===== src/rtl/mips_mc_control.sv =====
`default_nettype none
// ============================================================================
// Module   : mips_mc_control
// Purpose  : Multicycle MIPS control unit. A Moore FSM steps each
//            instruction through 3-5 states and drives the datapath enables.
//            It also contains the ALU decoder, the PC-enable logic, a
//            retired-instruction counter and an illegal-instruction flag.
// Ports    : clk        - system clock, all state on posedge
//            reset      - asynchronous active-low reset
//            Instr      - current instruction (opcode [31:26], funct [5:0])
//            zero       - ALU zero flag, used only in BRANCH
//            p_state    - current FSM state encoding
//            PCEn, IRWrite, MemWrite, RegWrite, IorD, MemtoReg, RegDst,
//            ALUSrcA, ALUSrcB, PCSrc, ALUControl - datapath controls
//            illegal    - one-cycle pulse on unsupported opcode/funct
//            retired    - count of completed instructions (wraps)
// Revision : 1.0 - initial release
// ============================================================================
module mips_mc_control #(
  parameter int CNT_W = 32
) (
  input  logic              clk,
  input  logic              reset,
  input  logic [31:0]       Instr,
  input  logic              zero,
  output logic [3:0]        p_state,
  output logic              PCEn,
  output logic              IRWrite,
  output logic              MemWrite,
  output logic              RegWrite,
  output logic              IorD,
  output logic              MemtoReg,
  output logic              RegDst,
  output logic              ALUSrcA,
  output logic [1:0]        ALUSrcB,
  output logic [1:0]        PCSrc,
  output logic [2:0]        ALUControl,
  output logic              illegal,
  output logic [CNT_W-1:0]  retired
);

  typedef enum logic [3:0] {
    S_FETCH   = 4'd0,
    S_DECODE  = 4'd1,
    S_MEMADR  = 4'd2,
    S_MEMRD   = 4'd3,
    S_MEMWB   = 4'd4,
    S_MEMWR   = 4'd5,
    S_EXECUTE = 4'd6,
    S_ALUWB   = 4'd7,
    S_BRANCH  = 4'd8,
    S_ADDIEX  = 4'd9,
    S_ADDIWB  = 4'd10,
    S_JUMP    = 4'd11
  } state_t;

  localparam logic [5:0] c_OP_RTYPE = 6'h00;
  localparam logic [5:0] c_OP_J     = 6'h02;
  localparam logic [5:0] c_OP_BEQ   = 6'h04;
  localparam logic [5:0] c_OP_ADDI  = 6'h08;
  localparam logic [5:0] c_OP_LW    = 6'h23;
  localparam logic [5:0] c_OP_SW    = 6'h2B;

  state_t       r_state;
  state_t       w_next;
  logic [CNT_W-1:0] r_retired;

  logic         w_pcwrite;
  logic         w_branch;
  logic         w_irwrite;
  logic         w_memwrite;
  logic         w_regwrite;
  logic         w_iord;
  logic         w_memtoreg;
  logic         w_regdst;
  logic         w_alusrca;
  logic [1:0]   w_alusrcb;
  logic [1:0]   w_pcsrc;
  logic [2:0]   w_aluctl;
  logic         w_illegal;
  logic         w_retire;

  wire [5:0] w_op    = Instr[31:26];
  wire [5:0] w_funct = Instr[5:0];

  always_ff @(posedge clk or negedge reset) begin
    if (!reset) begin
      r_state <= S_FETCH;
    end else begin
      r_state <= w_next;
    end
  end

  always_comb begin
    w_next     = S_FETCH;
    w_pcwrite  = 1'b0;
    w_branch   = 1'b0;
    w_irwrite  = 1'b0;
    w_memwrite = 1'b0;
    w_regwrite = 1'b0;
    w_iord     = 1'b0;
    w_memtoreg = 1'b0;
    w_regdst   = 1'b0;
    w_alusrca  = 1'b0;
    w_alusrcb  = 2'b00;
    w_pcsrc    = 2'b00;
    w_aluctl   = 3'b010;
    w_illegal  = 1'b0;
    w_retire   = 1'b0;
    case (r_state)
      S_FETCH: begin
        w_alusrcb = 2'b01;
        w_irwrite = 1'b1;
        w_pcwrite = 1'b1;
        w_next    = S_DECODE;
      end
      S_DECODE: begin
        w_alusrcb = 2'b11;
        case (w_op)
          c_OP_LW, c_OP_SW: w_next = S_MEMADR;
          c_OP_RTYPE:       w_next = S_EXECUTE;
          c_OP_BEQ:         w_next = S_BRANCH;
          c_OP_ADDI:        w_next = S_ADDIEX;
          c_OP_J:           w_next = S_JUMP;
          default:          w_illegal = 1'b1;
        endcase
      end
      S_MEMADR: begin
        w_alusrca = 1'b1;
        w_alusrcb = 2'b10;
        // Only lw/sw reach here; anything but lw is treated as a store.
        w_next    = (w_op == c_OP_LW) ? S_MEMRD : S_MEMWR;
      end
      S_MEMRD: begin
        w_iord = 1'b1;
        w_next = S_MEMWB;
      end
      S_MEMWB: begin
        w_memtoreg = 1'b1;
        w_regwrite = 1'b1;
        w_retire   = 1'b1;
      end
      S_MEMWR: begin
        w_iord     = 1'b1;
        w_memwrite = 1'b1;
        w_retire   = 1'b1;
      end
      S_EXECUTE: begin
        w_alusrca = 1'b1;
        w_next    = S_ALUWB;
        case (w_funct)
          6'h20:   w_aluctl = 3'b010;
          6'h22:   w_aluctl = 3'b110;
          6'h24:   w_aluctl = 3'b000;
          6'h25:   w_aluctl = 3'b001;
          6'h2A:   w_aluctl = 3'b111;
          default: begin
            w_illegal = 1'b1;
            w_next    = S_FETCH;
          end
        endcase
      end
      S_ALUWB: begin
        w_regdst   = 1'b1;
        w_regwrite = 1'b1;
        w_retire   = 1'b1;
      end
      S_BRANCH: begin
        w_alusrca = 1'b1;
        w_aluctl  = 3'b110;
        w_pcsrc   = 2'b01;
        w_branch  = 1'b1;
        w_retire  = 1'b1;
      end
      S_ADDIEX: begin
        w_alusrca = 1'b1;
        w_alusrcb = 2'b10;
        w_next    = S_ADDIWB;
      end
      S_ADDIWB: begin
        w_regwrite = 1'b1;
        w_retire   = 1'b1;
      end
      S_JUMP: begin
        w_pcsrc   = 2'b10;
        w_pcwrite = 1'b1;
        w_retire  = 1'b1;
      end
      default: w_next = S_FETCH;
    endcase
  end

  always_ff @(posedge clk or negedge reset) begin
    if (!reset) begin
      r_retired <= '0;
    end else if (w_retire) begin
      r_retired <= r_retired + CNT_W'(1);
    end
  end

  // Write-type enables are gated by reset so nothing in the datapath can
  // change state while the FSM is held in FETCH.
  assign p_state    = r_state;
  assign PCEn       = reset & (w_pcwrite | (w_branch & zero));
  assign IRWrite    = reset & w_irwrite;
  assign MemWrite   = reset & w_memwrite;
  assign RegWrite   = reset & w_regwrite;
  assign IorD       = w_iord;
  assign MemtoReg   = w_memtoreg;
  assign RegDst     = w_regdst;
  assign ALUSrcA    = w_alusrca;
  assign ALUSrcB    = w_alusrcb;
  assign PCSrc      = w_pcsrc;
  assign ALUControl = w_aluctl;
  assign illegal    = reset & w_illegal;
  assign retired    = r_retired;

endmodule
`default_nettype wire

===== config.mk =====
export PLATFORM = sky130hd
export DESIGN_NAME = mips_mc_control
export DESIGN_NICKNAME = d
export VERILOG_FILES = /design/src/rtl/mips_mc_control.sv
export SDC_FILE = /design/constraint.sdc
export NUM_CORES = 1
export LEC_CHECK = 0
export ABC_AREA = 1
export CAP_MARGIN = 15
export CELL_PAD_IN_SITES_DETAIL_PLACEMENT = 1
export CELL_PAD_IN_SITES_GLOBAL_PLACEMENT = 1
export CORE_MARGIN = 1
export CORE_UTILIZATION = 31
export CTS_CLUSTER_SIZE = 14
export DETAILED_ROUTE_END_ITERATION = 10
export GPL_TIMING_DRIVEN = 0
export PLACE_DENSITY = 0.83
export RECOVER_POWER = 100
export SYNTH_ARGS = -nofsm -noshare
export SYNTH_HDL_FRONTEND = slang
export SYNTH_SLANG_ARGS = --single-unit
export TNS_END_PERCENT = 10

===== constraint.sdc =====
create_clock -name clk -period 1.65 [get_ports clk]
set_input_delay 0.2475 -clock clk [delete_from_list [all_inputs] [get_ports clk]]
set_output_delay 0.2475 -clock clk [all_outputs]
set_load 0.03 [all_outputs]

==> After elaboration in Yosys (flattened, before gate mapping) <==
Cells that the tools add are included.
{ "word_totals": {"reg_bits": 36, "in_bits": 35, "out_inout_bits": 52, "wordCells": 63} }
{ "classes": {"add_sub_neg": 1, "n_eq_ne": 21, "n_mux": 21, "bitwise": 7, "reduce_logical": 11} }
{ "op_table": {"columns": ["op", "n"], "rows": [
  ["$eq A6 B6 Y1 const B", 7],
  ["$add A32 B1 Y32 const B", 1],
  ["$pmux W4 S6", 1],
  ["$pmux W4 S5", 1],
  ["$eq A4 B3 Y1 const B", 4],
  ["$eq A4 B4 Y1 const B", 4],
  ["$mux W1", 12],
  ["$pmux W3 S4", 1],
  ["$reduce_or A6 Y1", 2],
  ["$eq A4 B2 Y1 const B", 2],
  ["$reduce_or A2 Y1", 4],
  ["$and A1 B1 Y1", 6],
  ["$eq A6 B2 Y1 const B", 1],
  ["$eq A6 B3 Y1 const B", 1],
  ["$eq A6 B4 Y1 const B", 1],
  ["$logic_not A6 Y1", 1],
  ["$mux W3", 2],
  ["$pmux W2 S3", 1],
  ["$pmux W3 S2", 1],
  ["$reduce_or A5 Y1", 1],
  ["$eq A4 B1 Y1 const B", 1],
  ["$logic_not A4 Y1", 1],
  ["$pmux W2 S2", 1],
  ["$reduce_or A4 Y1", 1],
  ["3 further kinds", 3]
]} }

==> Logic depth before layout (Yosys ltp) <==
Gate-level depths: netlist (run 1).
{ "depth": {"ltp_word": 5, "ltp_mapped": 10, "ltp_nobuf": 9} }

==> Worst setup path before layout (run 1) <==
No wires, ideal clock.
{ "synth_path": {"path_kind": "register -> output", "start": "register r_state[3], in the netlist p_state[3]", "end": "output PCEn", "arrival_time_ps": 1964, "required_ps": 1402, "path_slack_ps": -562, "stages_incl_launch_ff": 7, "n_path_buf": 0, "path_cell_list": "dfrtp_1 inv_1 nor2_1 inv_1 nor2_1 nand2_1 a21oi_1"} }
{ "synth_between": {"elab_chain_cells": 5, "elab_cells_between_ends": 9, "cone_classes": "eq/ne: 2; mux: 2; bitwise: 3; reduce/logical: 2"} }
{ "synth_rtl": {"columns": ["element", "line", "rtl"], "rows": [
  ["start, declared", "64", "state_t r_state;"],
  ["start signal, assigned", "90", "r_state <= w_next;"],
  ["$eq A4 B4 Y1 / $logic_not A4 Y1 (equally long branches)", "110", "case (r_state)"],
  ["$reduce_or A2 Y1 (no source line) / $mux W1 (equally long branches)", null, null],
  ["$mux W1 / $and A1 B1 Y1 (equally long branches)", "110, 204", null],
  ["$or A1 B1 Y1 (*)", "204", "assign PCEn = reset & (w_pcwrite | (w_branch & zero));"],
  ["$and A1 B1 Y1 (*)", "204", null],
  ["end, declared", "27", "output logic PCEn,"]
]} }
Every way passes the cells marked *; elsewhere a longest branch is shown, timed or not.

==> Final worst setup path (run 1) <==
{ "layout_path": {"start": "register r_state[1], in the netlist p_state[1]", "end": "output illegal"} }
{ "layout_between": {"elab_chain_cells": 3, "elab_cells_between_ends": 4, "cone_classes": "eq/ne: 2; mux: 1; bitwise: 1"} }
{ "layout_rtl": {"columns": ["element", "line", "rtl"], "rows": [
  ["$eq A4 B3 Y1 / $eq A4 B1 Y1 (equally long branches)", "110", null],
  ["$pmux W1 S2 (*)", "110", null],
  ["$and A1 B1 Y1 (*)", "215", "assign illegal = reset & w_illegal;"],
  ["end, declared", "38", "output logic illegal,"]
]} }
Marked as above.

==> results of run 1 <==
## state kept, by name, indices dropped and copies added, names as in the netlist
signal	count
p_state	4
retired	32
## power by group through the flow
stage               combinational [mW]  sequential, mW  clock (mW)
global placement                  1.10            1.06           0
CTS                               1.21            1.05       0.679
global route                      1.44            1.04       0.719
detailed placement                1.12            1.06           0
floorplan                        0.574            1.16           0
finish                            1.35            1.03       0.661
## worst max-delay path, stage by stage (launching register included)
cell	delay (ns)
dfrtp_2	0.48
inv_2	0.09
nand2_2	0.11
nor2_4	0.15
nand2_1	0.06
inv_1	0.07
nand3_2	0.10
a21oi_4	0.14
buf_6	0.14
## synthesized netlist by cell type (all sizes together)
library cell,number,area [µm²]
dfrtp,36,901
o22ai,1,6.26
nand4,16,100
nor3,7,45.0
xnor2,13,114
buf,2,22.5
o21ai,4,20.0
nor2,57,267
o21bai,1,7.51
nand3,39,205
ha,1,12.5
nand3b,3,22.5
a21oi,6,30.0
nand2,78,318
inv,52,195
xor2,6,52.6
and2,1,6.26
## logic make-up (layout without fill, tap and decap cells)
kind of cell	count (synthesis)	after routing
DFF	36	36
adders and majority gates	1	1
and+or+nand+nor	201	201
AOI/OAI and AO/OA	12	12
xor gates and xnor gates	19	19
buffers and inverters	54	143
## how the worst min path moves through the flow
stage                      from          end
floorplan                 reset   p_state[0]
global placement    retired[10]  retired[10]
detailed placement        reset   retired[1]
CTS                       reset   retired[1]
global route        retired[10]  retired[10]
finish               retired[6]   retired[6]
## metrics by stage
stage               hold WS [ns]  setup WS, ns  instances
floorplan                -0.0481        -0.157        323
global placement           0.487         -2.08        488
detailed placement         0.405        -0.883        488
CTS                        0.515        -0.218        504
global route               0.531        -0.300        511
finish                     0.513        -0.239        511
## per-layer routing
metal | wire (µm) | global-route usage | vias up
li1 | - | - | 1197
met1 | 3190 | 0.234 | 1218
met2 | 4040 | 0.362 | 53
met3 | 279 | 0.0420 | 10
met4 | 124 | 0.0587 | 0
met5 | 0 | 0 | -
## area by class of cell
| type | instances | area (µm²) | share of cell area |
|---|---|---|---|
| flip-flops and latches | 36 | 906 | 0.267 |
| clock buffers | 8 | 90.1 | 0.0266 |
| well taps | 99 | 124 | 0.0365 |
| multi-input cells | 233 | 1350 | 0.397 |
| plain buffers | 2 | 22.5 | 0.00664 |
| repair buffers | 81 | 701 | 0.207 |
| inverters | 52 | 200 | 0.0590 |
## timing repair
action / 4_1_cts / 5_1_grt
setup buffers: 6 / 7
hold buffers: 2 / 0
gates resized for setup: 146 / 23
endpoints found under the hold margin: 36 / 0
gates cloned: 0 / 0
pin swaps: 8 / 10
setup endpoints to repair: 42 / 31
==> impl_results.md, run 1 <==
- Status: finished, violations left
- Violated checks: negative setup slack
- CP max FO: 6
- Critical path arrival: 1.64 ns
- Final net count: roughly 450
- Worst Tran Pin Value: between 0.9 and 1 ns
- Static Leak: 1.62 nW
- Final ANT Viol Nets: 0
- Die ar.: 0.00785 mm²
- Combinational power share: 0.443
- #FFs+latches synth: 36
- Synth-to-Final Area Change: 45.9%
- Vias/cell: 4.85
- Sink Count: 36
- Fin worst setup slack: -0.239 ns
- CP startpoint: p_state[1]
- Slew margin rel.: 0.368
- Worst r2r src: p_state[2]
- Fillers: 927
- Total GRT Usage: 0.199
- Clock tree from TritonCTS: built
- Synthesized-area fraction occupied by adder cells: 0.00538
- Final setup TNS: -1.64 ns
- Register share of total power: 0.339
- Row count: 31
- Most common cell after layout, fill and taps aside: nand2_1
- VDD IR max: 0.596 mV
- Largest family of logic cells by synthesized area: simple AND/OR/NAND/NOR gates
- Via count: 2478
- Pwr Density: 897 mW/mm²
- Fin crit period: about 1.9 ns
- Die Ht: 88.6 µm
- Complex-gate fraction of the synthesized area: 0.0274
- Remaining Overflow, GRT: 0
- R2R cell count: 12
- Diode count: 0
- Count of input and output buffers: 66
- Fin crit share: 1.14
- Initial DRC Count: 32
- CTS HTree Levels: 2
- Chip width: 88.6 µm
- WP data required: 1.40 ns
- Post-Synth Simple-Gate Area: 0.414
- Cts bufs inserted: 5
- Proportion of layout cells with a drive suffix above 1: 0.248
- Post-synthesis xor/xnor area fraction: 0.0716
- Worst-path clk slew: 0.07 ns
- Finished Cell Area: roughly 0.0034 mm²
- Clock power share: 0.217
- Unrepaired setup endpoints after global routing: yes
- Initial antenna violation count: 0
- Reg-to-reg critical path endpoint: retired[27]
- Mapped Area: 0.00232 mm²
- Net switching share of the total power: 0.409
- Syn Inst Count: approximately 320
- Area after DPL: 0.00317 mm²
- Synth warnings: 0
- Ports: 87
- Startpoint types: register
- Clock latency on the worst-skew pair: 0.29 ns
- Switching pwr: roughly 1.2 mW
- WL final: between 7000 and 8000 µm
- Slew Viols, Final: 0
- Syn Nets: roughly 360
- Largest net degree at the start of global routing: 37
- Int Power: approximately 1.8 mW
- Commonest non-fill, non-tap cells in the layout: 66 x nand2_1, 41 x inv_1, 35 x nand3_1, 34 x nor2_1, 32 x dfrtp_1
- Clk buf depth: 2
- F_max: roughly 0.53 GHz
- Starting Density: 0.321
- Final HPWL DP: 5460 µm
- Mux share of post-synthesis cell area: 0
- Vias in the first global route: 2614
- Root Driver: clkbuf_8
- Kind of critical path: reg -> out
- Drt wl/cell: 14.9 µm
- DRT Pass-1 Iters: 4
- Tot Pwr: 3.04 mW
- Worst Skew: ~0.0039 ns
- Number of setup violations in the final report: 16
- Register area share after synthesis: 0.388
- Worst min path class: reg -> reg
- Routability Congestion: 0.802
- Critical path destination: illegal
- Hold Path Stages: 1
- Post-synthesis area per instance: 7.20 µm²
- Max-cap violations: 0
- Drc violations: 0
- Reg2Reg Setup Slack: -0.05 ns
- First-pass GRT wire length: between 10000 and 15000 µm
- Core area: ~0.0073 mm²
- Final count of hold timing violations: 0
- Final Util: 0.467
- Crit path capture type: output pin
- Cell variety after synth: 25
(Power assumes the default switching activity.)
==> inputs of run 2 (changes only) <==
Settings changed: CORE_ASPECT_RATIO set to 0.75, SETUP_SLACK_MARGIN set to 0.5.
==> impl_results.md, run 2 (synthesis results as in run 1) <==
- CP startpoint: Instr[30]
- Remaining Overflow, GRT: 0
- Cts bufs inserted: 5
- Drc violations: 0
- Fin crit period: 1.97 ns
- F_max: 0.508 GHz
- Violated checks: negative hold slack, negative setup slack
- Proportion of layout cells with a drive suffix above 1: 0.431
- Tot Pwr: between 3 and 4 mW
- Core area: approximately 0.0070 mm²
- Final ANT Viol Nets: 0
- Most common cell after layout, fill and taps aside: nand2_1
- Worst-path clk slew: 0.08 ns
- Critical path arrival: between 1.5 and 2 ns
- Total GRT Usage: 0.213
- Slew Viols, Final: 0
- WHS: -0.148 ns
- Final net count: around 460
- Sink Count: 36
- Root Driver: clkbuf_8
- Commonest non-fill, non-tap cells in the layout: 61 x nand2_1, 40 x buf_6, 39 x inv_1, 32 x nand3_1, 27 x buf_4
- Final setup TNS: -2.13 ns
- Row count: 26
- Slew margin rel.: 0.727
- Vias/cell: 4.97
- Initial antenna violation count: 0
- Unrepaired setup endpoints after global routing: yes
- Pwr Density: ~900 mW/mm²
- CP max FO: 5
- Static Leak: 1.69 nW
- Layout Cells excl Fill: 518
- Routability Congestion: 0.824
- Number of setup violations in the final report: 30
- Die ar.: ~0.0079 mm²
- Area after DPL: approximately 0.0033 mm²
- Diode count: 0
- Drt wl/cell: 17.1 µm
- Count of input and output buffers: 66
- Final count of hold timing violations: 36
- Initial DRC Count: 100
- Kind of critical path: in -> out
- Finished Cell Area: 0.00371 mm²
- Max-cap violations: 0
- Die Ht: 77.0 µm
- Final HPWL DP: 5930 µm
- Clk buf depth: 2
- Worst min path class: in -> async
- Startpoint types: primary input
- Chip width: between 100 and 150 µm
- Fin crit share: 1.19
- WL final: 8840 µm
- Fillers: between 800 and 900
- Worst Skew: 0.0111 ns
- CTS HTree Levels: 2
- Worst r2r src: p_state[2]
- Crit path capture type: output pin
- Max reg flops: 32
- Placed instance count: between 400 and 500
- Via count: 2572
- Clock tree from TritonCTS: built
- Largest net degree at the start of global routing: 38
- DRT Pass-1 Iters: 4
- Status: finished, violations left
- Ports: 87
- Synth-to-Final Area Change: 59.7%
- Vias in the first global route: 2640
- Clock latency on the worst-skew pair: 0.29 ns
- Fin worst setup slack: -0.320 ns
- VDD IR max: between 0.3 and 0.4 mV
- WP data required: between 1 and 1.5 ns
- Worst Tran Pin Value: a little over 0.4 ns
- First-pass GRT wire length: 13100 µm
- Starting Density: 0.331
## run 2: critical path: stages
cell and delay [ns]:
clkdlybuf4s50_1 0.53, nor2_2 0.09, nand3_1 0.12, nand2_1 0.10
nor2_2 0.17, nand3_2 0.14, a21oi_4 0.17, buf_6 0.15
## run 2: timing repair
action	CTS	global route
endpoints found under the setup margin	88	87
buffers inserted	12	11
pin swaps	23	16
endpoints found under the hold margin	36	36
resized for setup	346	49
## run 2: per-stage QoR
step,setup slack (ns),util
2_1_floorplan,0.0432,-
3_3_place_gp,-2.15,0.464
3_5_place_dp,-0.948,0.463
4_1_cts,-0.241,0.502
5_1_grt,-0.365,0.528
6_report,-0.320,0.528
## run 2: worst paths after layout
path	endpoint	slack [ns]	cells past startpoint
worst min-delay path	retired[1]	-0.15	1
worst min register to register	retired[6]	0.50	1
worst max-delay path	illegal	-0.32	8
max in group asynchronous	p_state[1]	1.49	1
min in group clk	p_state[2]	0.47	4
worst max register to register	retired[27]	-0.05	11
## run 2: report_power, final
part	internal, mW	total (mW)	switching, mW
sequential	0.954	1.06	0.107
clock	0.334	0.670	0.337
combinational	0.686	1.62	0.934
## run 2: per-layer routing
| metal | GRT usage | part of all wire |
|---|---|---|
| met5 | 0 | 0 |
| met4 | 0.0443 | 0.025 |
| met3 | 0.0328 | 0.041 |
| met2 | 0.360 | 0.50 |
| met1 | 0.285 | 0.44 |
## run 2: final cells by class
class	count	area (µm²)	area share
Clock inverter	2	10.0	0.00270
Tap cell	98	123	0.0330
Multi-Input combinational cell	233	1460	0.394
Timing Repair Buffer	89	876	0.236
Sequential cell	36	925	0.249
Inverter	52	205	0.0553
Clock buffer	6	82.6	0.0222
Buffer	2	30.0	0.00809
==> inputs of run 3 (changes only) <==
Settings changed: CAP_MARGIN 15 to not set, PLACE_DENSITY 0.83 to 0.91.
==> impl_results.md, run 3 (synthesis results as in run 1) <==
- Violated checks: negative hold slack, negative setup slack
- Worst min path class: in -> async
- Chip width: 102 µm
- WHS: -0.178 ns
- Static Leak: 1.75 nW
- Slew Viols, Final: 0
- Via count: 2679
- Max reg flops: 32
- Fin worst setup slack: -0.305 ns
- Worst-path clk slew: 0.10 ns
- Drc violations: 0
- Ports: 87
- Root Driver: clkbuf_8
- Final Util: 0.552
- VDD IR max: around 0.45 mV
- Worst Skew: 0.0247 ns
- Count of input and output buffers: 66
- WL final: 10000 µm
- CP max FO: 4
- Routability Congestion: ~0.85
- Total GRT Usage: 0.233
- Commonest non-fill, non-tap cells in the layout: 62 x nand2_1, 50 x buf_6, 38 x inv_1, 31 x buf_4, 28 x nand3_1
- WP data required: 1.40 ns
- Final ANT Viol Nets: 0
- Final net count: 464
- Tot Pwr: 3.71 mW
- Max-cap violations: 0
- Initial DRC Count: between 100 and 150
- Core area: between 0.007 and 0.008 mm²
- Worst Tran Pin Value: between 0.3 and 0.4 ns
- Crit path capture type: output pin
- Final count of hold timing violations: 36
- Fin crit share: 1.18
- Cts bufs inserted: 5
- Vias in the first global route: 2797
- First-pass GRT wire length: 14200 µm
- Most common cell after layout, fill and taps aside: nand2_1
- Clock tree from TritonCTS: built
- Vias/cell: just over 5
- Diode count: 0
- Row count: 26
- Largest net degree at the start of global routing: 38
- Fillers: 864
- Unrepaired setup endpoints after global routing: yes
- F_max: 0.512 GHz
- Initial antenna violation count: 0
- Die ar.: 0.00785 mm²
- Proportion of layout cells with a drive suffix above 1: 0.455
- Clk buf depth: 2
- Pwr Density: ~960 mW/mm²
- Slew margin rel.: 0.746
- Remaining Overflow, GRT: 0
- Status: finished, violations left
- Clock latency on the worst-skew pair: 0.32 ns
- Synth-to-Final Area Change: 66.9%
- Fin crit period: 1.95 ns
- Critical path arrival: approximately 1.7 ns
- Die Ht: roughly 77 µm
- Sink Count: 36
- Final HPWL DP: between 5000 and 6000 µm
- Starting Density: 0.331
- Startpoint types: primary input
- Number of setup violations in the final report: 43
- CTS HTree Levels: 2
- Drt wl/cell: 19.0 µm
- DRT Pass-1 Iters: 4
- Kind of critical path: in -> out
==> run 3: layout make-up <==
class,instances,area [µm²],area share
clock inverter,3,42.5,0.0110
inverter,52,208,0.0535
multi-input combinational,233,1520,0.393
tap,98,123,0.0316
sequential,36,926,0.239
clock buffer,5,68.8,0.0177
buffer,2,26.3,0.00677
timing repair buffer,98,962,0.248
==> run 3: timing repair <==
item                       4_1_cts  5_1_grt
pin swaps                       19       21
cloned                           0        0
setup buffers                   13       19
hold endpoints to repair        36       36
setup endpoints to repair       88       88
resized for setup              347       68
==> run 3: metrics by stage <==
step / instances / setup WS (ns) / TNS [ns] / area, µm² / hold WS (ns)
after global routing: 527 / -0.372 / -9.22 / 3880 / -0.144
after floorplan: 323 / 0.0432 / 0 / 2480 / -0.0481
after global placement: 487 / -2.10 / -33.98 / 3260 / 0.490
after detailed placement: 487 / -0.960 / -7.71 / 3250 / 0.415
after CTS: 508 / -0.233 / -0.874 / 3550 / -0.152
final: 527 / -0.305 / -5.87 / 3880 / -0.178
==> run 3: report_power, final <==
group,internal (mW),leakage (nW),switching (mW),total [mW]
Sequential,0.953,0.464,0.114,1.07
Combinational,0.798,1.24,1.01,1.81
Clock,0.448,0.0541,0.386,0.834
==> run 3: path summary, 6_finish.rpt <==
check                                   end  slack, ns         from  cells after the start
worst max-delay path                illegal      -0.30    Instr[31]                      9
worst min-delay path             retired[8]      -0.18        reset                      1
worst max register to register  retired[24]      -0.22   p_state[2]                     13
worst min register to register  retired[29]       0.53  retired[29]                      2
max in group asynchronous       retired[16]       1.51        reset                      1
min in group clk                 p_state[2]       0.51    Instr[29]                      4
==> run 3: metal layers <==
layer,wire length (µm),up-vias,global-route usage
met5,0,-,0
met4,280,0,0.0629
met3,424,27,0.0428
met2,5100,84,0.389
met1,4220,1334,0.307
li1,-,1234,-
==> run 3: critical path, cell delays in order <==
cell and delay, ns:
clkdlybuf4s50_1 0.57, inv_1 0.09, nor2_1 0.17, nand3_2 0.17, nand2_2 0.11, inv_2 0.05
nand3_4 0.09, a21oi_4 0.06, buf_6 0.15
